$ cat src/rtl/keypad_pkg.sv
// Shared constants and types for the microwave decimal keypad encoder.
package keypad_pkg;

    localparam int unsigned NUM_KEYS = 10;
    localparam int unsigned CODE_W   = 4;

    typedef logic [CODE_W-1:0]   key_code_t;
    typedef logic [NUM_KEYS-1:0] key_lines_t;

    localparam key_code_t KEY_CODE_RESET = 4'd0;

endpackage : keypad_pkg

$ cat src/rtl/keypad_prio_enc_core.sv
// Combinational priority encoder: the highest pressed key line wins.
module keypad_prio_enc_core
    import keypad_pkg::*;
(
    input  logic [NUM_KEYS-1:0] d_in,
    output logic [CODE_W-1:0]   code,
    output logic                any
);

    always_comb begin
        // NOTE: default assigned before the loop so every path drives code and no latch is inferred.
        code = KEY_CODE_RESET;
        // Ascending scan: a later (higher) set bit overwrites a lower one.
        for (int i = 0; i < NUM_KEYS; i++) begin
            if (d_in[i]) begin
                code = CODE_W'(i);
            end
        end
    end

    assign any = |d_in;

endmodule : keypad_prio_enc_core

$ cat src/rtl/keypad_priority_encoder.sv
// Keypad front end: encodes the highest key, qualifies it over STABLE_CYCLES
// edges and issues one Cin strobe per accepted press.
module keypad_priority_encoder
    import keypad_pkg::*;
#(
    parameter int unsigned STABLE_CYCLES = 3
)
(
    input  logic                clk,
    input  logic                rst_n,
    input  logic                en,
    input  logic [NUM_KEYS-1:0] d_in,
    output logic [CODE_W-1:0]   d_out,
    output logic                Cin
);

    if (STABLE_CYCLES == 0 || STABLE_CYCLES > (2**CODE_W - 1)) begin : g_bad_stable_cycles
        $error("STABLE_CYCLES must be in 1..15");
    end

    localparam logic [CODE_W-1:0] STABLE_W = CODE_W'(STABLE_CYCLES);

    logic [CODE_W-1:0] code;
    logic              any;
    logic              valid;

    logic [CODE_W-1:0] cnt_q,   cnt_d;
    logic [CODE_W-1:0] last_q,  last_d;
    logic              armed_q, armed_d;
    logic [CODE_W-1:0] dout_q,  dout_d;
    logic              cin_q,   cin_d;

    keypad_prio_enc_core u_core (
        .d_in (d_in),
        .code (code),
        .any  (any)
    );

    assign valid = en & any;

    always_comb begin
        cnt_d   = cnt_q;
        last_d  = last_q;
        armed_d = armed_q;
        dout_d  = dout_q;
        cin_d   = 1'b0;

        if (!valid) begin
            cnt_d   = '0;
            armed_d = 1'b1;
        end else begin
            if (code != last_q) begin
                last_d  = code;
                cnt_d   = CODE_W'(1);
                armed_d = 1'b1;
            end else if (cnt_q < STABLE_W) begin
                cnt_d = cnt_q + CODE_W'(1);
            end

            // Fire on the edge the count reaches the threshold; disarm so a held key strobes once.
            if (armed_d && (cnt_d == STABLE_W)) begin
                dout_d  = code;
                cin_d   = 1'b1;
                armed_d = 1'b0;
            end
        end
    end

    always_ff @(posedge clk or negedge rst_n) begin
        if (!rst_n) begin
            cnt_q   <= '0;
            last_q  <= KEY_CODE_RESET;
            armed_q <= 1'b1;
            dout_q  <= KEY_CODE_RESET;
            cin_q   <= 1'b0;
        end else begin
            // NOTE: non-blocking assignments so all state updates see the pre-edge values.
            cnt_q   <= cnt_d;
            last_q  <= last_d;
            armed_q <= armed_d;
            dout_q  <= dout_d;
            cin_q   <= cin_d;
        end
    end

    assign d_out = dout_q;
    assign Cin   = cin_q;

endmodule : keypad_priority_encoder

$ cat config.mk
export PLATFORM = sky130hd
export DESIGN_NAME = keypad_priority_encoder
export DESIGN_NICKNAME = d
export VERILOG_FILES = /design/src/rtl/keypad_pkg.sv /design/src/rtl/keypad_prio_enc_core.sv /design/src/rtl/keypad_priority_encoder.sv
export SDC_FILE = /design/constraint.sdc
export NUM_CORES = 1
export LEC_CHECK = 0
export CORE_UTILIZATION = 42
export CTS_CLUSTER_SIZE = 12
export DETAILED_ROUTE_END_ITERATION = 7
export PLACE_DENSITY_LB_ADDON = 0.2
export RECOVER_POWER = 25
export SETUP_SLACK_MARGIN = 0.1
export SYNTH_ARGS = -nofsm -noshare
export SYNTH_HDL_FRONTEND = slang
export SYNTH_HIERARCHICAL = 1
export SYNTH_SLANG_ARGS = --single-unit
$ cat constraint.sdc
create_clock -name clk -period 1.61 [get_ports clk]
set_input_delay 0.161 -clock clk [delete_from_list [all_inputs] [get_ports clk]]
set_output_delay 0.161 -clock clk [all_outputs]
set_load 0.02 [all_outputs]
Word-level counts from Yosys, hierarchy flattened
Index checks and enable logic that the tools add are counted.

Bits in registers: 14. Input bits: 13. Output and inout port bits: 5. Word-level logic and storage cells: 33.

Add/subtract/negate cells: 1. Magnitude comparators: 1. Eq/ne operators: 2. Multiplexer cells: 19. Bitwise operators: 1. Reductions and logical operators: 4.

Operator list (count): $mux 4 (6); $mux 3 (4); $reduce_or 10->1 (1); $mux 1 (7); $add 4x1->4 const B (1); $eq 4x2->1 const B (1); $lt 4x2->1 const B (1); $mux 2 (2); $ne 4x4->1 (1); $reduce_and 2->1 (2); $and 1x1->1 (1); $logic_and 1x1->1 (1).

Depth between registers and ports, before layout
Gate-level depths: netlist of the first run.

Depth in word-level cells: 16. Depth in mapped cells: 7.

Modules after synthesis
Netlist of the first run, hierarchy kept.

By module, submodules not included: keypad_priority_encoder (instances 1, cells each 46, area each 616.8 um2, sequential area each 351.6 um2); keypad_prio_enc_core (instances 1, cells each 15, area each 90.1 um2, sequential area each 0.0 um2).

Least setup slack after synthesis of the first run
No wires, ideal clock.

Path kind: input to register. Start point: in d_in[4]. End point: reg dout_q[0] (netlist: d_out[0]). Setup time: 125 ps. Data arrival time: 1645 ps. Data required time: 1485 ps. Slack: -159 ps. Cell stages on the path: 7. Path through: nor2_1 -> a221oi_2 -> o31ai_1 -> xnor2_1 -> nand4_1 -> nor3_4 -> mux2_2.

Cells in the longest elaborated chain, start to end: 12.

RTL lines: from (decl) (line keypad_priority_encoder.sv:12) `input logic [NUM_KEYS-1:0] d_in,`; $mux 3 (*) (4 in series) (line keypad_prio_enc_core.sv:15) `if (d_in[i]) begin`; $mux 4 (*) (2 in series) (line keypad_prio_enc_core.sv:15); named net code[0] (line keypad_priority_encoder.sv:23) `logic [CODE_W-1:0] code;`; $ne 4x4->1 (line keypad_priority_encoder.sv:52) `if (code != last_q) begin`; $mux 4 (line keypad_priority_encoder.sv:52); $mux 4 (line keypad_priority_encoder.sv:48) `if (!valid) begin`; $eq 4x2->1 (line keypad_priority_encoder.sv:61) `if (armed_d && (cnt_d == STABLE_W)) begin`; $logic_and 1x1->1 (line keypad_priority_encoder.sv:61); $reduce_and 2->1 (no line); to (signal assigned) (line keypad_priority_encoder.sv:81) `dout_q <= dout_d;`; to (decl) (line keypad_priority_encoder.sv:30) `logic [CODE_W-1:0] dout_q, dout_d;`.

The timed path passes the listed nets; every way through them passes the cells marked *. The select of a mux whose other input is x is not followed. A chain may end at the register's enable or synchronous reset.

Worst setup path in the final report of the first run
Start point: reg cnt_q[1]. End point: reg dout_q[2] (netlist: d_out[2]).

Cells in the longest elaborated chain, start to end: 7.

RTL lines: from (decl) (line keypad_priority_encoder.sv:27) `logic [CODE_W-1:0] cnt_q, cnt_d;`; from (signal assigned) (line keypad_priority_encoder.sv:78) `cnt_q <= cnt_d;`; $add 4x1->4 / $lt 4x2->1 (equally long branches) (line keypad_priority_encoder.sv:57, keypad_priority_encoder.sv:56); $mux 4 (*) (line keypad_priority_encoder.sv:56) `end else if (cnt_q < STABLE_W) begin`; $mux 4 (*) (line keypad_priority_encoder.sv:52); $mux 4 (*) (line keypad_priority_encoder.sv:48); $eq 4x2->1 (*) (line keypad_priority_encoder.sv:61); $logic_and 1x1->1 (*) (line keypad_priority_encoder.sv:61); $reduce_and 2->1 (no line) (*).

Every way passes the cells marked *; elsewhere a longest branch is shown, timed or not. The select of a mux whose other input is x is not followed.

==> results of run 1 <==
[cell type report]
type,count,share of cell area [%]
inverter,4,1.338
sequential,14,31.33
clock buffer,4,3.233
timing repair buffer,36,25.42
tap,16,1.784
multi-input combinational,43,36.90
[cell usage after synthesis, types with 2 or more instances]
master,number,area [um2]
dfrtp_1,13,325.3
inv_1,4,15.01
mux2_2,8,90.09
nand4_1,2,12.51
nor2_1,8,30.03
nor3_1,4,20.02
xnor2_1,4,35.03
[logic make-up (layout without fill, tap and decap cells)]
| group | after synthesis | after routing | share of synthesized area, % |
|---|---|---|---|
| simple gates | 22 | 22 | 19.29 |
| compound gates | 6 | 6 | 6.725 |
| buf+inv | 4 | 44 | 2.123 |
| fa+ha+maj | 1 | 1 | 1.770 |
| mux | 9 | 9 | 14.16 |
| flops | 14 | 14 | 49.73 |
| xor+xnor | 5 | 5 | 6.194 |
[registers in the layout (all words and copies together) (netlist names)]
register	cells
d_out	4
Cin	1
cnt_q	4
last_q	4
armed_q	1
[power groups by stage]
stage | Sequential, mW | Clock [mW] | Combinational [mW]
floorplan | 0.491 | 0 | 0.108
global placement | 0.441 | 0 | 0.325
detailed placement | 0.444 | 0 | 0.330
CTS | 0.440 | 0.258 | 0.371
global route | 0.446 | 0.268 | 0.392
finish | 0.442 | 0.251 | 0.372
[worst reg2reg max path: cells and delay by family, from the launching register on]
| kind | cells | cell delay, ps |
|---|---|---|
| compound gates | 1 | 80 |
| fa+ha+maj | 1 | 270 |
| buf+inv | 1 | 150 |
| flops | 1 | 420 |
| mux | 1 | 300 |
| simple gates | 2 | 380 |
[layer usage]
| metal | global-route usage [%] | up-vias |
|---|---|---|
| met2 | 35.45 | 10 |
| met3 | 6.809 | 0 |
| li1 | - | 298 |
| met4 | 4.848 | 0 |
| met5 | 0 | - |
| met1 | 27.37 | 301 |
[through the flow]
step	cells	worst slack (ps)
floorplan	61	-71.94
global placement	107	-678.5
detailed placement	107	-669.3
CTS	116	-143.1
global route	117	-167.7
finish	117	-120.4
[final timing paths]
check | to | from | cells past startpoint | slack (ps)
max in group asynchronous | last_q[3] | rst_n | 2 | 710
min in group clk | d_out[0] | d_in[6] | 4 | 500
setup reg to reg | d_out[2] | cnt_q[1] | 6 | -120
hold reg to reg | armed_q | armed_q | 2 | 520
setup / recovery | d_out[2] | cnt_q[1] | 6 | -120
hold / removal | cnt_q[0] | rst_n | 2 | 440
[what timing repair did]
action | in CTS | in global routing
gates resized for setup | 29 | 13
hold endpoints to repair | 0 | 0
setup endpoints to repair | 11 | 10
setup buffers | 5 | 3
pin swaps | 11 | 15
==> results.md, run 1 <==
* Outcome: finished with violations
* Violated checks: negative setup slack
* Worst endpoint data arrival time at 1890 ps
* Synth-to-Final Area Change at 58.76%
* Slowest CP cell: dfrtp_1
* Core Area at 0.001541 mm2
* Clk slew on worst S/H paths at approximately 90 ps
* Sequential Power Share at 41.5%
* Yosys warns at 6
* Via/cell ratio at 5.205
* Largest net degree at the start of global routing at 15
* Core Util, Final at 72.81%
* DR iter-0 viols at 6
* Worst path max stage delay at 420 ps
* Switching power at 0.3107 mW
* Avg Cell Area, Syn at 11.59 um2
* CP Class: reg -> reg
* EDFF count, synth at 0
* HP Class: in -> async
* Met2 Wirelength at roughly 900 um
* Initial Util at 45.86%
* Remaining global-route overflow at 0
* Cell family with most CP delay: flip-flops
* Skew-Pair Late Insertion Delay at 280 ps
* RSZ-0062 raised after global routing: true
* Mapped Cells at between 60 and 70
* Post-synth ARST share at 100.0%
* Worst path required time at around 1800 ps
* Worst Tran Pin Value at 729.6 ps
* Die H at between 40 and 50 um
* Worst slew margin at 51.36%
* Routed len/inst at roughly 15 um
* M1 wire length at 766 um
* Total Wirelength at 1730 um
* Vias in the first global route at ~630
* FF+latch count, synth at 14
* Total number of vias at 609
* Cts hold-fix bufs at 0
* Power Total at roughly 1.1 mW
* Tmin final at 1730 ps
* Max-cap violations at 0
* I/O pin cnt at 18
* Clk_skew at 7.018 ps
* Placer congestion estimate at between 0.8 and 0.9
* Gr usage total at 21.38%
* Multi-input logic area at 414.1 um2
* CTS Buffer Depth at 2
* Combinational Power Share at 34.9%
* Worst Setup Start Kind: register
* First-pass GRT wire length at between 2000 and 3000 um
* Mapped Area at 706.9 um2
* Int Power at approximately 0.75 mW
* Clock Sink Count at 14
* Die area at 0.001851 mm2
* Htree depth at 1
* Slew Limit Fails at 0
* N_diodes at 0
* Port bufs at 17
* Peak VDD IR at 0.7026 mV
* Layout net count at roughly 120
* Met3 wire len at 53 um
* Hold_ws at 437.1 ps
* Pwr Density at between 900 and 1000 mW/mm2
* Max frequency at 577.9 MHz
* Most frequent cells in the layout: 18 x buf_4, 13 x dfrtp_1, 6 x clkdlybuf4s50_1
* Worst setup margin at -120.4 ps
* Detailed Place HPWL at 1215 um
* Syn Nets at 75
* Drt pass-1 iters at 4
* Layout cells sized above 1 at between 50% and 60%
* Clock power frac at a little under a quarter
* Max Used Layer: met3
* Most common cell after layout, fill and taps aside: buf_4
* CTS Buf Count at 3
* Final hold viol count at 0
* TritonCTS clock tree: built
* Dpl cell area at 999.7 um2
* Sequential cell area at between 300 and 400 um2
* Chip width at 43.03 um
* Worst Path Buf+Inv at 1
* DRC viols at 0
* Pleak at 0.5222 nW
* Sw frac at 29.18%
* Clk root buf: clkbuf_4
* Initial antenna violation count at 0
* Cell Chain, Critical Path: ha_4 -> nor3b_2 -> a31oi_2 -> nor3_4 -> buf_6 -> mux2_4
* Fill count at 106
* Row cnt at 14
* Setup TNS at -432.2 ps
* Seq/Total Area, Yosys at 49.73%
* Final setup vio count at 4
* Worst Setup End Kind: register
* Crit-path max FO at 3
* Yosys cell types at 25
* ANT nets after route at 0
* Part of the cycle the worst path needs at 107.5%
* Non-Filler Cell Area, Final at 0.001122 mm2
* Top_reg_cell synth: dfrtp_1
Note: power is estimated with default switching activity, not from simulation.
==> inputs of run 2 (changes only) <==
--- a/config.mk
+++ b/config.mk
@@ -5,7 +5,7 @@
 export SDC_FILE = /design/constraint.sdc
 export NUM_CORES = 1
 export LEC_CHECK = 0
-export CORE_UTILIZATION = 42
+export CORE_UTILIZATION = 44
 export CTS_CLUSTER_SIZE = 12
 export DETAILED_ROUTE_END_ITERATION = 7
 export PLACE_DENSITY_LB_ADDON = 0.2
@@ -13,5 +13,4 @@
 export SETUP_SLACK_MARGIN = 0.1
 export SYNTH_ARGS = -nofsm -noshare
 export SYNTH_HDL_FRONTEND = slang
-export SYNTH_HIERARCHICAL = 1
 export SYNTH_SLANG_ARGS = --single-unit
==> results.md, run 2 <==
* Cell family with most CP delay: simple AND/OR/NAND/NOR gates
* Mapped Area at 859.6 um2 (+22%)
* Pleak at 0.6164 nW (+18%)
* Largest net degree at the start of global routing at 15 (unchanged)
* Slowest CP cell: dfrtp_1
* Non-Filler Cell Area, Final at 0.001383 mm2 (+23%)
* Combinational Power Share at 42.2% (+7.3 points)
* Clk_skew at 7.655 ps (+0.6371 ps)
* Port bufs at 17 (unchanged)
* CP Capture Point: d_out[1]
* Dpl cells at 133 (+24%)
* Clk root buf: clkbuf_4
* Worst setup margin at -272.1 ps (-151.7 ps)
* Remaining global-route overflow at 0 (unchanged)
* DR iter-0 viols at 10 (+4)
* Worst Setup SP: cnt_q[1]
* Clk slew on worst S/H paths at 90 ps (about the same)
* Fill count at 115 (+8.5%)
* Seq/Total Area, Yosys at 40.90% (-8.8 points)
* Post-synthesis simple-gate area fraction at 24.31% (+5.0 points)
* Max frequency at 531.3 MHz (-8.1%)
* Cts hold-fix bufs at 0 (unchanged)
* Final cell count without fillers at 144 (+23%)
* Via/cell ratio at 5.118 (-1.7%)
* Reg-to-Reg Start: cnt_q[1]
* Drt pass-1 iters at 4 (unchanged)
* Final hold viol count at 0 (unchanged)
* First-pass GRT wire length at 3167 um (+11%)
* Gr usage total at 21.25% (-0.12 points)
* HP Class: in -> async
* Layout cells sized above 1 at 55.46% (+3.0 points)
* Slew Limit Fails at 0 (unchanged)
* Worst Path Buf+Inv at 0 (-1)
* N_diodes at 0 (unchanged)
* Worst path depth at 7 (+1)
* Avg Cell Area, Syn at 11.46 um2 (-1.1%)
* CTS Buf Count at 3 (unchanged)
* Clock power frac at 20.7% (-2.9 points)
* Power Total at 1.203 mW (+13%)
* FF-to-FF path depth at 7 (+1)
* I/O pin cnt at 18 (unchanged)
* Worst Setup End Kind: register
* Routed len/inst at 13.13 um (-11%)
* Peak VDD IR at 0.5782 mV (-18%)
* Mapped Cells at 75 (+23%)
* Worst slew margin at 51.17% (-0.19 points)
* CP Class: reg -> reg
* Sw frac at 31.09% (+1.9 points)
* Worst path required time at 1780 ps (about the same)
* Worst Setup Start Kind: register
* Max-cap violations at 0 (unchanged)
* Sequential Power Share at 37.1% (-4.4 points)
* Largest family of logic cells by synthesized area: simple AND/OR/NAND/NOR gates
* Initial Util at 48.21% (+2.4 points)
* Tmin final at 1882 ps (+151.7 ps)
* Most common cell after layout, fill and taps aside: buf_4
* Top post-synthesis cells by count: 13 x dfrtp_1, 8 x nor2_1, 4 x inv_1, 4 x mux2_4, 4 x o21ai_0
* Layout net count at 134 (+16%)
* Total Wirelength at 1891 um (+9.3%)
* Worst path max stage delay at 410 ps (about the same)
* TritonCTS clock tree: built
* FF+latch count, synth at 14 (unchanged)
* Hold_ws at 437.5 ps (+0.3620 ps)
* Yosys warns at 0 (-6)
* Die area at 0.002134 mm2 (+15%)
* R2r endpoint: d_out[1]
* Core Util, Final at 77.54% (+4.7 points)
* Largest area contributor in the netlist: dfrtp_1
* ANT nets after route at 0 (unchanged)
* Detailed Place HPWL at 1424 um (+17%)
* Crit-path max FO at 4 (+1)
* Cell Chain, Critical Path: ha_4 -> nor3b_2 -> a31oi_1 -> nor3_2 -> nor3b_4 -> nand3_4 -> mux2_4
* Worst endpoint data arrival time at 2050 ps (+160 ps)
* Vias in the first global route at 714 (+13%)
* Synth-to-Final Area Change at 60.84%
* Dpl cell area at 0.001221 mm2 (+22%)
* Initial antenna violation count at 0 (unchanged)
* Post-synthesis adder-cell area fraction at 1.456% (-0.31 points)
* Top-area cell type share of the netlist area at 37.85% (-8.2 points)
* Worst Tran Pin Value at 732.4 ps (+2.789 ps)
* Skew-Pair Late Insertion Delay at 280 ps (about the same)
* Syn Nets at 89 (+19%)
* Clock Sink Count at 14 (unchanged)
* Violated checks: negative setup slack
* Htree depth at 1 (unchanged)
* CTS Buffer Depth at 2 (unchanged)
* Synth Area in XOR/XNOR at 3.057% (-3.1 points)
* Yosys cell types at 32 (+28%)
* Core Area at 0.001783 mm2 (+16%)
* Most frequent cells in the layout: 21 x buf_4, 12 x dfrtp_1, 7 x nor2_1, 7 x mux2_4, 7 x clkdlybuf4s50_1
* Top_reg_cell synth: dfrtp_1
* Post-synth ARST share at 100.0% (unchanged)
* Total number of vias at 737 (+21%)
* Final setup vio count at 5 (+1)
* Die H at 46.20 um (+7.4%)
* Count leader, synth: dfrtp_1
* RSZ-0062 raised after global routing: true
* Synth area leaders: dfrtp_1 38%, mux2_4 7.0%, nor2_1 3.5%, dfstp_2 3.1%, xnor2_1 3.1%
* Int Power at 0.8292 mW (+10%)
* Pwr Density at 870.3 mW/mm2 (-8.2%)
* Placer congestion estimate at 0.6951 (-14%)
* Synth Area in Compound Gates at 15.14% (+8.4 points)
* R2R Setup Slk at -270 ps (-150 ps)
* Part of the cycle the worst path needs at 116.9% (+9.4 points)
* DRC viols at 0 (unchanged)
* EDFF count, synth at 0 (unchanged)
* Switching power at 0.3741 mW (+20%)
* Row cnt at 15 (+1)
* Mux contribution to synthesized area at 13.39% (-0.77 points)
* Outcome: finished with violations
* Chip width at 46.20 um (+7.4%)
==> run 2: cell types whose count changed in the layout (fill, tap and decap cells not counted), moves of 3 or more <==
cell / before / now
nor3_1: 3 / 0
mux2_2: 4 / 1
mux2_4: 4 / 7
nor2_1: 4 / 7
buf_4: 18 / 21
==> run 2: cells by family after synthesis <==
| kind of cell | count (synthesis) |
|---|---|
| xor gates and xnor gates | 3 |
| DFF | 14 |
| adders and majority gates | 1 |
| AOI/OAI and AO/OA | 14 |
| buffers and inverters | 4 |
| muxes | 9 |
| and+or+nand+nor | 30 |
==> run 2: per-stage QoR <==
stage	TNS, ps	setup slack [ps]
floorplan	-807.7	-244.3
global placement	-7254	-597.0
detailed placement	-8080	-716.4
CTS	-1017	-278.0
global route	-1804	-376.5
finish	-1084	-272.1
==> run 2: final cells by class <==
| cell class | count | area [um2] | share of cell area, % |
|---|---|---|---|
| clock buffers | 4 | 36.28 | 2.624 |
| inverters | 4 | 15.01 | 1.086 |
| multi-input cells | 57 | 625.6 | 45.25 |
| flip-flops and latches | 14 | 352.8 | 25.52 |
| well taps | 25 | 31.28 | 2.262 |
| repair buffers | 40 | 321.6 | 23.26 |
==> run 2: worst reg2reg max path, stage by stage (launching register included) <==
cell and delay [ps]:
dfrtp_1 410, ha_4 270, nor3b_2 140, a31oi_1 60, nor3_2 150, nor3b_4 280, nand3_4 140, mux2_4 310
==> run 2: layer usage <==
metal	track usage [%]	vias up	part of all wire (%)
li1	-	362	-
met1	26.63	349	42
met2	35.49	20	52
met3	2.745	6	3.0
met4	10.59	0	3.3
met5	0	-	0
==> run 2: power groups by stage <==
stage	combinational, mW	sequential (mW)	clock (mW)
6_report	0.508	0.447	0.249
5_1_grt	0.547	0.455	0.267
4_1_cts	0.478	0.444	0.253
3_5_place_dp	0.441	0.449	0
3_3_place_gp	0.433	0.446	0
2_1_floorplan	0.217	0.484	0
==> run 2: timing repair <==
item                       4_1_cts  5_1_grt
setup buffers                    4        4
resized for setup               29       12
pin swaps                        7        6
setup endpoints to repair       14       14
==> run 2: worst min path at each step <==
stage / endpoint / depth (start not counted) / slack [ps]
after detailed placement: cnt_q[3] / 2 / 480
after floorplan: Cin / 0 / -130
after CTS: cnt_q[3] / 2 / 170
after global placement: cnt_q[2] / 2 / 490
final: d_out[0] / 2 / 440
after global routing: cnt_q[3] / 2 / 540
